<file path="src/rtl/temporizador_regressivo_if.sv">
// Control and display bundle between the countdown timer and its driver/decoder.
// Driver raises load/start/pause levels; timer returns registered X/EN/done.
interface temporizador_regressivo_if;
  logic       load;
  logic       start;
  logic       pause;
  logic [6:0] preset;
  logic [6:0] X;
  logic       EN;
  logic       done;

  modport master (
    output load, start, pause, preset,
    input  X, EN, done
  );

  modport slave (
    input  load, start, pause, preset,
    output X, EN, done
  );
endinterface

</file>
<file path="src/rtl/temporizador_regressivo.sv">
// Countdown timer feeding the two-digit 7-segment decoder: preset load, prescaled countdown,
// pause/resume and blinking at zero. Every action lands one clock after the input edge.
module temporizador_regressivo #(
  parameter int TICK_DIV  = 50000000,
  parameter int BLINK_DIV = 1,
  parameter int MAXV      = 99
) (
  input  logic                     clk,
  input  logic                     rst_n,
  temporizador_regressivo_if.slave tmr
);

  localparam int              PW         = $clog2(TICK_DIV);
  localparam int              BW         = (BLINK_DIV > 1) ? $clog2(BLINK_DIV) : 1;
  localparam logic [PW-1:0]   TICK_LAST  = PW'(TICK_DIV - 1);
  localparam logic [BW-1:0]   BLINK_LAST = BW'(BLINK_DIV - 1);
  localparam logic [6:0]      MAXV_C     = 7'(MAXV);

  typedef enum logic [1:0] {
    S_IDLE  = 2'd0,
    S_RUN   = 2'd1,
    S_PAUSE = 2'd2,
    S_DONE  = 2'd3
  } state_e;

  state_e        state_q, state_d;
  logic [6:0]    count_q, count_d;
  logic          en_q, en_d;
  logic          done_q, done_d;
  logic [PW-1:0] presc_q, presc_d;
  logic [BW-1:0] blink_q, blink_d;
  logic          load_q, start_q, pause_q;

  logic          ev_load, ev_start, ev_pause;
  logic          tick;
  logic [PW-1:0] presc_next;
  logic [6:0]    preset_sat;

  assign ev_load    = tmr.load  & ~load_q;
  assign ev_start   = tmr.start & ~start_q;
  assign ev_pause   = tmr.pause & ~pause_q;
  assign tick       = (presc_q == TICK_LAST);
  assign presc_next = tick ? '0 : presc_q + PW'(1);
  assign preset_sat = (tmr.preset > MAXV_C) ? MAXV_C : tmr.preset;

  always_ff @(posedge clk or negedge rst_n) begin
    if (!rst_n) begin
      state_q <= S_IDLE;
      count_q <= '0;
      en_q    <= 1'b1;
      done_q  <= 1'b0;
      presc_q <= '0;
      blink_q <= '0;
      load_q  <= 1'b0;
      start_q <= 1'b0;
      pause_q <= 1'b0;
    end else begin
      state_q <= state_d;
      count_q <= count_d;
      en_q    <= en_d;
      done_q  <= done_d;
      presc_q <= presc_d;
      blink_q <= blink_d;
      load_q  <= tmr.load;
      start_q <= tmr.start;
      pause_q <= tmr.pause;
    end
  end

  always_comb begin
    state_d = state_q;
    count_d = count_q;
    en_d    = en_q;
    done_d  = done_q;
    presc_d = presc_q;
    blink_d = blink_q;

    unique case (state_q)
      S_IDLE: begin
        en_d   = 1'b1;
        done_d = 1'b0;
        if (ev_load) begin
          count_d = preset_sat;
          presc_d = '0;
        end else if (ev_start && (count_q != '0)) begin
          state_d = S_RUN;
          presc_d = '0;
        end
      end

      S_RUN: begin
        en_d   = 1'b1;
        done_d = 1'b0;
        // A pause that lands on a tick still takes the decrement; reaching zero beats PAUSE.
        if (ev_pause && !tick) begin
          state_d = S_PAUSE;
        end else begin
          presc_d = presc_next;
          if (tick) begin
            if (count_q <= 7'd1) begin
              count_d = '0;
              state_d = S_DONE;
              done_d  = 1'b1;
              blink_d = '0;
            end else begin
              count_d = count_q - 7'd1;
              if (ev_pause) begin
                state_d = S_PAUSE;
              end
            end
          end
        end
      end

      S_PAUSE: begin
        en_d   = 1'b1;
        done_d = 1'b0;
        if (ev_load) begin
          count_d = preset_sat;
          presc_d = '0;
          state_d = S_IDLE;
        end else if (ev_start) begin
          state_d = S_RUN;
        end
      end

      S_DONE: begin
        count_d = '0;
        done_d  = 1'b1;
        presc_d = presc_next;
        if (tick) begin
          if (blink_q == BLINK_LAST) begin
            en_d    = ~en_q;
            blink_d = '0;
          end else begin
            blink_d = blink_q + BW'(1);
          end
        end
        if (ev_load || ev_start) begin
          count_d = ev_load ? preset_sat : 7'd0;
          state_d = S_IDLE;
          en_d    = 1'b1;
          done_d  = 1'b0;
          presc_d = '0;
          blink_d = '0;
        end
      end

      default: begin
        state_d = S_IDLE;
      end
    endcase
  end

  assign tmr.X    = count_q;
  assign tmr.EN   = en_q;
  assign tmr.done = done_q;

  a_x_in_range: assert property (@(posedge clk) disable iff (!rst_n) count_q <= MAXV_C);
  a_done_state: assert property (@(posedge clk) disable iff (!rst_n) done_q == (state_q == S_DONE));
  a_en_visible: assert property (@(posedge clk) disable iff (!rst_n) (state_q != S_DONE) |-> en_q);
  a_run_nonzero: assert property (@(posedge clk) disable iff (!rst_n) (state_q == S_RUN) |-> (count_q != '0));

endmodule

</file>
<file path="src/flat_wrapper.sv">
// flat-port wrapper written by rule: the top's interface ports become plain ports
module temporizador_regressivo_flat 
#(
  parameter int TICK_DIV  = 50000000,
  parameter int BLINK_DIV = 1,
  parameter int MAXV      = 99
)
  (clk, rst_n, tmr_load, tmr_start, tmr_pause, tmr_preset, tmr_X, tmr_EN, tmr_done);
  temporizador_regressivo_if tmr_i ();
  input  logic clk;
  input  logic rst_n;
  input wire logic [$bits(tmr_i.load)-1:0] tmr_load;
  input wire logic [$bits(tmr_i.start)-1:0] tmr_start;
  input wire logic [$bits(tmr_i.pause)-1:0] tmr_pause;
  input wire logic [$bits(tmr_i.preset)-1:0] tmr_preset;
  output wire logic [$bits(tmr_i.X)-1:0] tmr_X;
  output wire logic [$bits(tmr_i.EN)-1:0] tmr_EN;
  output wire logic [$bits(tmr_i.done)-1:0] tmr_done;
  assign tmr_i.load = tmr_load;
  assign tmr_i.start = tmr_start;
  assign tmr_i.pause = tmr_pause;
  assign tmr_i.preset = tmr_preset;
  assign tmr_X = tmr_i.X;
  assign tmr_EN = tmr_i.EN;
  assign tmr_done = tmr_i.done;
  temporizador_regressivo #(.TICK_DIV(TICK_DIV), .BLINK_DIV(BLINK_DIV), .MAXV(MAXV)) u_core (.clk(clk), .rst_n(rst_n), .tmr(tmr_i));
endmodule
</file>
<file path="config.mk">
export PLATFORM = sky130hd
export DESIGN_NAME = temporizador_regressivo_flat
export DESIGN_NICKNAME = d
export VERILOG_FILES = /design/src/rtl/temporizador_regressivo_if.sv /design/src/rtl/temporizador_regressivo.sv /design/src/flat_wrapper.sv
export SDC_FILE = /design/constraint.sdc
export NUM_CORES = 1
export LEC_CHECK = 0
export CORE_UTILIZATION = 45
export DETAILED_ROUTE_END_ITERATION = 10
export PLACE_DENSITY = 0.61
export SLEW_MARGIN = 20
export SYNTH_ARGS = -nofsm -noshare
export SYNTH_HDL_FRONTEND = slang
export SYNTH_SLANG_ARGS = --single-unit
</file>
<file path="constraint.sdc">
create_clock -name clk -period 3.85 [get_ports clk]
set_input_delay 1.155 -clock clk [delete_from_list [all_inputs] [get_ports clk]]
set_output_delay 1.155 -clock clk [all_outputs]
set_load 0.005 [all_outputs]
</file>
==> metrics.md, run 1 <==
| Metric | Value |
|---|---|
| Most used cell, CP | nand2b_1 |
| Area after DPL | ~2600 sq um |
| Die Span Y | ~74 um |
| Synth area leader | dfrtp_1 |
| VDD IR-drop max | 0.298 mV |
| CTS Sinks | 40 |
| Clk_skew | 0.0135 ns |
| CP bufs+invs | 2 |
| Post-cts sizing count | 0 |
| Vias | 2054 |
| FF+latch count, synth | 40 |
| Num rows | 25 |
| Max Cap Viol | 0 |
| Crit-path slowest cell | nor3b_4 |
| TritonCTS Buffers | 5 |
| Routed WL per cell | 15.5 um |
| Routed WL | 5.38 mm |
| Compound-Gate Fraction of Synth Area | 22.7% |
| Achievable Freq | around 340 MHz |
| Final Net Count | 296 |
| Data required time of the critical path | slightly above 4 ns |
| PortBufs | 20 |
| Core Area | 4880 sq um |
| Vias/cell | between 5 and 6 |
| CP max stage delay | 0.62 ns |
| Grt total ovfl | 0 |
| CP Data Arrival Time | 3.15 ns |
| Leakage | 1.09 nW |
| Pre-antenna DRT Iters | 4 |
| H-tree depth | 2 |
| Unique cell type count in the Yosys netlist | 55 |
| Die width | 74.3 um |
| Critical path cell sequence | clkdlybuf4s50_1 -> nand2b_1 -> a21oi_1 -> nand2b_1 -> buf_4 -> nor3b_4 -> nand2_1 -> o31ai_1 |
| Remaining DRCs | 0 |
| Diodes inserted | 0 |
| Fin. max-slew vios | 0 |
| Register area share after synthesis | a little over two fifths |
| Post-Synth XOR/XNOR Area | less than 1% |
| Hold-fix buffers, CTS | 0 |
| Final Hold Viols | 0 |
| Commonest non-fill, non-tap cell in the layout | dfrtp_1 |
| Synth Area in Adders | around 2.1% |
| Synth Area in Simple Gates | a little over a quarter |
| IO Pins | 21 |
| Synth area leaders | dfrtp_1 42%, o21ai_0 5.5%, a21oi_1 3.6% |
| CP Launch Type | input pin |
| Synth top area share | about two fifths |
| Vias in the first global route | 1970 |
| Synth warn | 0 |
| Status | finished, final reports clean |
| Number of synthesized flops with an enable pin | 0 |
| Minimum clock period | 2.96 ns |
| Mapped cell area | approximately 2300 sq um |
| Routed length on met2 | about 2.6 mm |
| Final setup fails | 0 |
| DR WL met3 | between 200 and 250 um |
| Post-Route M1 WL | 2.46 mm |
| ANT nets after route | 0 |
| Async SR Flop Fraction | 100% |
| Worst Path Max Fanout | 17 |
| Dominant synthesized flop cell | dfrtp_1 |
| Design area | 2670 sq um |
| Period utilisation layout | 76.9% |
| CTS root buf | clkbuf_8 |
| Detail Placement HPWL | 3.73 mm |
| Initial core utilization | 48.2% |
| Relative slew slack | 40.9% |
| RePlAce Congestion | around 0.8 |
| Hold Crit Class | register to register |
| Kind of end point of the critical path | register |
| Worst skew pair latency | 0.30 ns |
| CTS tree | yes |
| Initial DRC count | 130 |
| Post-synthesis mux area share | 1.70% |
| Largest family of logic cells by synthesized area | simple AND/OR/NAND/NOR gates |
| CP top delay family | simple AND/OR/NAND/NOR gates |
| Avg Cell Area, Syn | 9.07 sq um |
| Setup_tns | 0 ns |
| Syn Inst Count | 259 |
| P&R area growth vs syn | 13.7% |
| Initial antenna violation count | 0 |
| WS Path Type | input pin to register |
| Proportion of layout cells with a drive suffix above 1 | 7.83% |
| Gr usage total | 22.2% |
| Largest net degree at the start of global routing | 41 |
| Post-CTS Setup Bufs | 0 |
| Worst Max-Slew Pin Slew | 0.887 ns |
| Top sig layer | met4 |
| Commonest cells after routing, fill and taps aside | 39 x dfrtp_1, 26 x o21ai_0, 22 x nand2_1, 19 x clkdlybuf4s50_1, 18 x nor2_1 |
| RSZ-0062 raised after global routing | false |
| First-pass GRT wire length | just over 9 mm |
| Clk slew on worst S/H paths | 0.08 ns |
| Clk buf depth | 2 |
| Synthesized Nets | 275 |
| Die area | approximately 5500 sq um |
| Fillcell total | 467 |
| PD cells | between 500 and 600 nW/um^2 |
[through the flow]
step | cells | util [%] | hold slack [ns] | power, W | setup WS [ns]
2_1_floorplan | 259 | - | 0.452 | 0.000940 | 1.40
3_3_place_gp | 340 | 53.1 | 0.481 | 0.00113 | 0.621
3_5_place_dp | 340 | 53.1 | 0.488 | 0.00114 | 0.594
4_1_cts | 348 | 54.8 | 0.498 | 0.00141 | 0.879
5_1_grt | 348 | 54.8 | 0.518 | 0.00151 | 0.733
6_report | 348 | 54.8 | 0.498 | 0.00141 | 0.888
[cell type report]
| cell class | instances | area, sq um | area share (%) |
|---|---|---|---|
| Multi-Input combinational cell | 201 | 1250 | 46.8 |
| Sequential cell | 40 | 1000 | 37.5 |
| Timing Repair Buffer | 24 | 225 | 8.43 |
| Tap cell | 67 | 83.8 | 3.14 |
| Clock buffer | 7 | 76.3 | 2.86 |
| Inverter | 8 | 30.0 | 1.12 |
| Clock inverter | 1 | 5.00 | 0.187 |
[power by group]
part	total (W)	switching, W	internal, W
registers	0.000541	0.0000654	0.000475
logic	0.000589	0.000354	0.000235
clock network	0.000275	0.000148	0.000127
total	0.00141	0.000567	0.000838
[kinds of logic (layout without fill, tap and decap cells)]
logic type	count (synthesis)	count (layout)
AOI/OAI and AO/OA	84	84
and+or+nand+nor	108	108
xor gates and xnor gates	1	1
buffers and inverters	18	40
adders and majority gates	4	4
DFF	40	40
muxes	4	4
[final timing paths]
path | end | startpoint | slack, ns | depth (start not counted)
max reg2reg | u_core.tmr.X[2] | u_core.presc_q[0] | 1.28 | 8
min in group asynchronous | u_core.presc_q[14] | rst_n | 0.96 | 1
min reg2reg | u_core.presc_q[21] | u_core.presc_q[21] | 0.50 | 1
max | u_core.presc_q[24] | tmr_start | 0.89 | 8
max in group asynchronous | u_core.tmr.X[6] | rst_n | 2.31 | 1
min | u_core.presc_q[21] | u_core.presc_q[21] | 0.50 | 1
[flip-flops by register name (all words and copies together), names as in the netlist]
name / cells
u_core.presc_q: 26
u_core.tmr.X: 7
u_core.state_q: 2
u_core.load_q: 1
u_core.pause_q: 1
u_core.start_q: 1
u_core.tmr.EN: 1
u_core.tmr.done: 1
[cell usage after synthesis (4+ instances only)]
cell	count
dfrtp_1	39
mux2i_1	4
nand3_1	14
nand2_1	22
nor3_1	7
a32oi_1	4
inv_1	8
ha_1	4
a21oi_1	17
and3_1	6
nand2b_1	5
nand4_1	10
o31ai_1	6
a211oi_1	5
nor2_1	18
and4_1	4
o21ai_0	26
[per-layer routing]
layer  vias to the layer above  global-route usage, %
met1                       977                   29.2
met3                         7                   4.20
met2                        57                   37.3
li1                       1013                      -
met5                         -                      0
met4                         0                   6.71
No activity file was read; power rests on OpenSTA's default activity.
==> run 2, diff against run 1 <==
--- a/config.mk
+++ b/config.mk
@@ -7,7 +7,7 @@
 export LEC_CHECK = 0
 export CORE_UTILIZATION = 45
 export DETAILED_ROUTE_END_ITERATION = 10
-export PLACE_DENSITY = 0.61
+export PLACE_DENSITY = 0.63
 export SLEW_MARGIN = 20
 export SYNTH_ARGS = -nofsm -noshare
 export SYNTH_HDL_FRONTEND = slang
==> constraint.sdc (replaced) <==
create_clock -name clk -period 2.4 [get_ports clk]
set_input_delay 0.72 -clock clk [delete_from_list [all_inputs] [get_ports clk]]
set_output_delay 0.72 -clock clk [all_outputs]
set_load 0.005 [all_outputs]
==> metrics.md, run 2 (synthesized netlist as in run 1, its figures left out) <==
| Metric | Value |
|---|---|
| Status | finished, final reports clean (unchanged) |
| Grt total ovfl | 0 (unchanged) |
| Proportion of layout cells with a drive suffix above 1 | 13.5% (was 7.83%) |
| TritonCTS Buffers | 5 (unchanged) |
| Routed WL per cell | 14.9 um (was 15.5 um) |
| Commonest non-fill, non-tap cell in the layout | dfrtp_1 (unchanged) |
| CP Launch Type | input pin (unchanged) |
| RePlAce Congestion | 0.862 (was 0.799) |
| Worst skew pair latency | 0.29 ns (was 0.30 ns) |
| CP bufs+invs | 1 (was 2) |
| Leakage | 1.19 nW (was 1.09 nW) |
| Largest register FFs | 26 (unchanged) |
| Final setup fails | 0 (unchanged) |
| Final Core Density | 58.0% (was 54.8%) |
| Worst Path Max Fanout | 5 (was 17) |
| Max Cap Viol | 0 (unchanged) |
| FF-to-FF End | u_core.presc_q[11] (was u_core.tmr.X[2]) |
| First-pass GRT wire length | 9.40 mm (was 9.33 mm) |
| RSZ-0062 raised after global routing | false (unchanged) |
| IO Pins | 21 (unchanged) |
| Data required time of the critical path | 2.62 ns (was 4.04 ns) |
| Hold-fix buffers, CTS | 0 (unchanged) |
| Initial DRC count | 96 (was 130) |
| FF-to-FF path depth | 9 (was 8) |
| PD cells | 858 nW/um^2 (was 526 nW/um^2) |
| Critical path cell sequence | clkdlybuf4s50_1 -> nand2b_1 -> a21oi_1 -> nand2b_1 -> or2_1 -> or4_1 -> o21ai_1 (was clkdlybuf4s50_1 -> nand2b_1 -> a21oi_1 -> nand2b_1 -> buf_4 -> nor3b_4 -> nand2_1 -> o31ai_1) |
| Top reg by flops | u_core.presc_q (unchanged) |
| Most used cell, CP | nand2b_1 (unchanged) |
| Largest net degree at the start of global routing | 18 (was 41) |
| Critical path depth | 7 (was 8) |
| Pre-antenna DRT Iters | 5 (was 4) |
| Post-CTS Setup Bufs | 0 (unchanged) |
| CP top delay family | simple AND/OR/NAND/NOR gates (unchanged) |
| Detail Placement HPWL | 4.03 mm (was 3.73 mm) |
| Clk_skew | 0.00737 ns (was 0.0135 ns) |
| Reg2Reg Launch Point | u_core.presc_q[0] (unchanged) |
| Initial core utilization | 48.2% (unchanged) |
| ANT nets after route | 0 (unchanged) |
| Fin. max-slew vios | 0 (unchanged) |
| PortBufs | 20 (unchanged) |
| Diodes inserted | 0 (unchanged) |
| Clk buf depth | 2 (unchanged) |
| Die Span Y | 74.3 um (unchanged) |
| Crit-path slowest cell | or4_1 (was nor3b_4) |
| CTS Sinks | 40 (unchanged) |
| Gr usage total | 22.5% (was 22.2%) |
| Vias in the first global route | 2002 (was 1970) |
| Vias | 2139 (was 2054) |
| VDD IR-drop max | 0.638 mV (was 0.298 mV) |
| Fillcell total | 479 (was 467) |
| Die area | 5510 sq um (unchanged) |
| P&R area growth vs syn | 20.4% (was 13.7%) |
| Num rows | 25 (unchanged) |
| CTS root buf | clkbuf_8 (unchanged) |
| H-tree depth | 2 (unchanged) |
| Final Net Count | 312 (was 296) |
| Minimum clock period | ~2.2 ns |
| Routed WL | 5.43 mm (was 5.38 mm) |
| CP max stage delay | 0.49 ns (was 0.62 ns) |
| Post-cts sizing count | 0 (unchanged) |
| Final Hold Viols | 0 (unchanged) |
| Clk slew on worst S/H paths | 0.08 ns (about the same) |
| Period utilisation layout | 91.6% |
| Kind of end point of the critical path | register (unchanged) |
| Worst Max-Slew Pin Slew | 0.731 ns (was 0.887 ns) |
| Core Area | 4880 sq um (unchanged) |
| Hold Crit Class | input pin to async pin (was register to register) |
| Remaining DRCs | 0 (unchanged) |
| CTS tree | yes (unchanged) |
| Vias/cell | 5.88 (was 5.90) |
| Initial antenna violation count | 0 (unchanged) |
| CP Data Arrival Time | 2.42 ns (was 3.15 ns) |
| WS Path Type | input pin to register (unchanged) |
| Die width | 74.3 um (unchanged) |
| FF-to-FF setup slack | 0.23 ns (was 1.28 ns) |
| Achievable Freq | 455 MHz |
| Final Power | 0.00243 W (was 0.00141 W) |
| Commonest cells after routing, fill and taps aside | 39 x dfrtp_1, 26 x o21ai_0, 22 x nand2_1, 19 x clkdlybuf4s50_1 (was 39 x dfrtp_1, 26 x o21ai_0, 22 x nand2_1, 19 x clkdlybuf4s50_1, 18 x nor2_1) |
| Relative slew slack | 50.9% (was 40.9%) |
## run 2: cell count changes in the layout (fill, tap and decap cells not counted), sizes merged
| cell | change |
|---|---|
| clkbuf | -1 |
| clkinv | +1 |
| buf | +16 |
## run 2: worst reg2reg max path: cells and delay by family, from the launching register on
family	cells	cell delay, ns
AND/OR/NAND/NOR	5	0.86
flip-flops	1	0.41
buffers and inverters	2	0.35
AO/OA/AOI/OAI	1	0.25
adder cells (fa/ha/maj)	1	0.19
## run 2: per-layer routing
layer  wire [um]  global-route usage, %  up-vias  share of wire [%]
met5           0                      0        -                  0
met2        2700                   37.9       57                 50
met3         216                   4.74        8                4.0
li1            -                      -     1048                  -
met1        2450                   29.0     1026                 45
met4          70                   7.34        0                1.3
## run 2: final cells by class
class	instances	area (sq um)	area share, %
Sequential cell	40	1000	35.4
Inverter	8	30.0	1.06
Tap cell	67	83.8	2.96
Clock buffer	6	82.6	2.92
Clock inverter	2	10.0	0.354
Multi-Input combinational cell	201	1250	44.2
Timing Repair Buffer	40	370	13.1
## run 2: how the worst max path moves through the flow
| stage | from | to | slack, ns |
|---|---|---|---|
| after floorplan | tmr_start | u_core.presc_q[14] | 0.39 |
| after global placement | tmr_start | u_core.presc_q[14] | -0.06 |
| after detailed placement | tmr_start | u_core.presc_q[14] | -0.09 |
| after CTS | tmr_start | u_core.presc_q[25] | 0.20 |
| after global routing | tmr_start | u_core.presc_q[25] | 0.04 |
| final | tmr_start | u_core.presc_q[14] | 0.20 |
## run 2: power by group
group | switching, W | internal (W) | leakage [nW] | total [W]
combinational | 0.000586 | 0.000504 | 0.604 | 0.00109
clock | 0.000239 | 0.000230 | 0.0510 | 0.000468
sequential | 0.000106 | 0.000762 | 0.532 | 0.000868
total | 0.000931 | 0.00150 | 1.19 | 0.00243
## run 2: per-stage QoR
stage	setup TNS [ns]	hold slack, ns	cells	cell area [sq um]	worst slack, ns
6_report	0	0.339	364	2830	0.201
5_1_grt	0	0.353	364	2830	0.0383
4_1_cts	0	0.353	364	2830	0.202
3_5_place_dp	-0.602	0.488	356	2740	-0.0891
3_3_place_gp	-0.138	0.477	356	2740	-0.0596
2_1_floorplan	0	0.424	259	2350	0.385
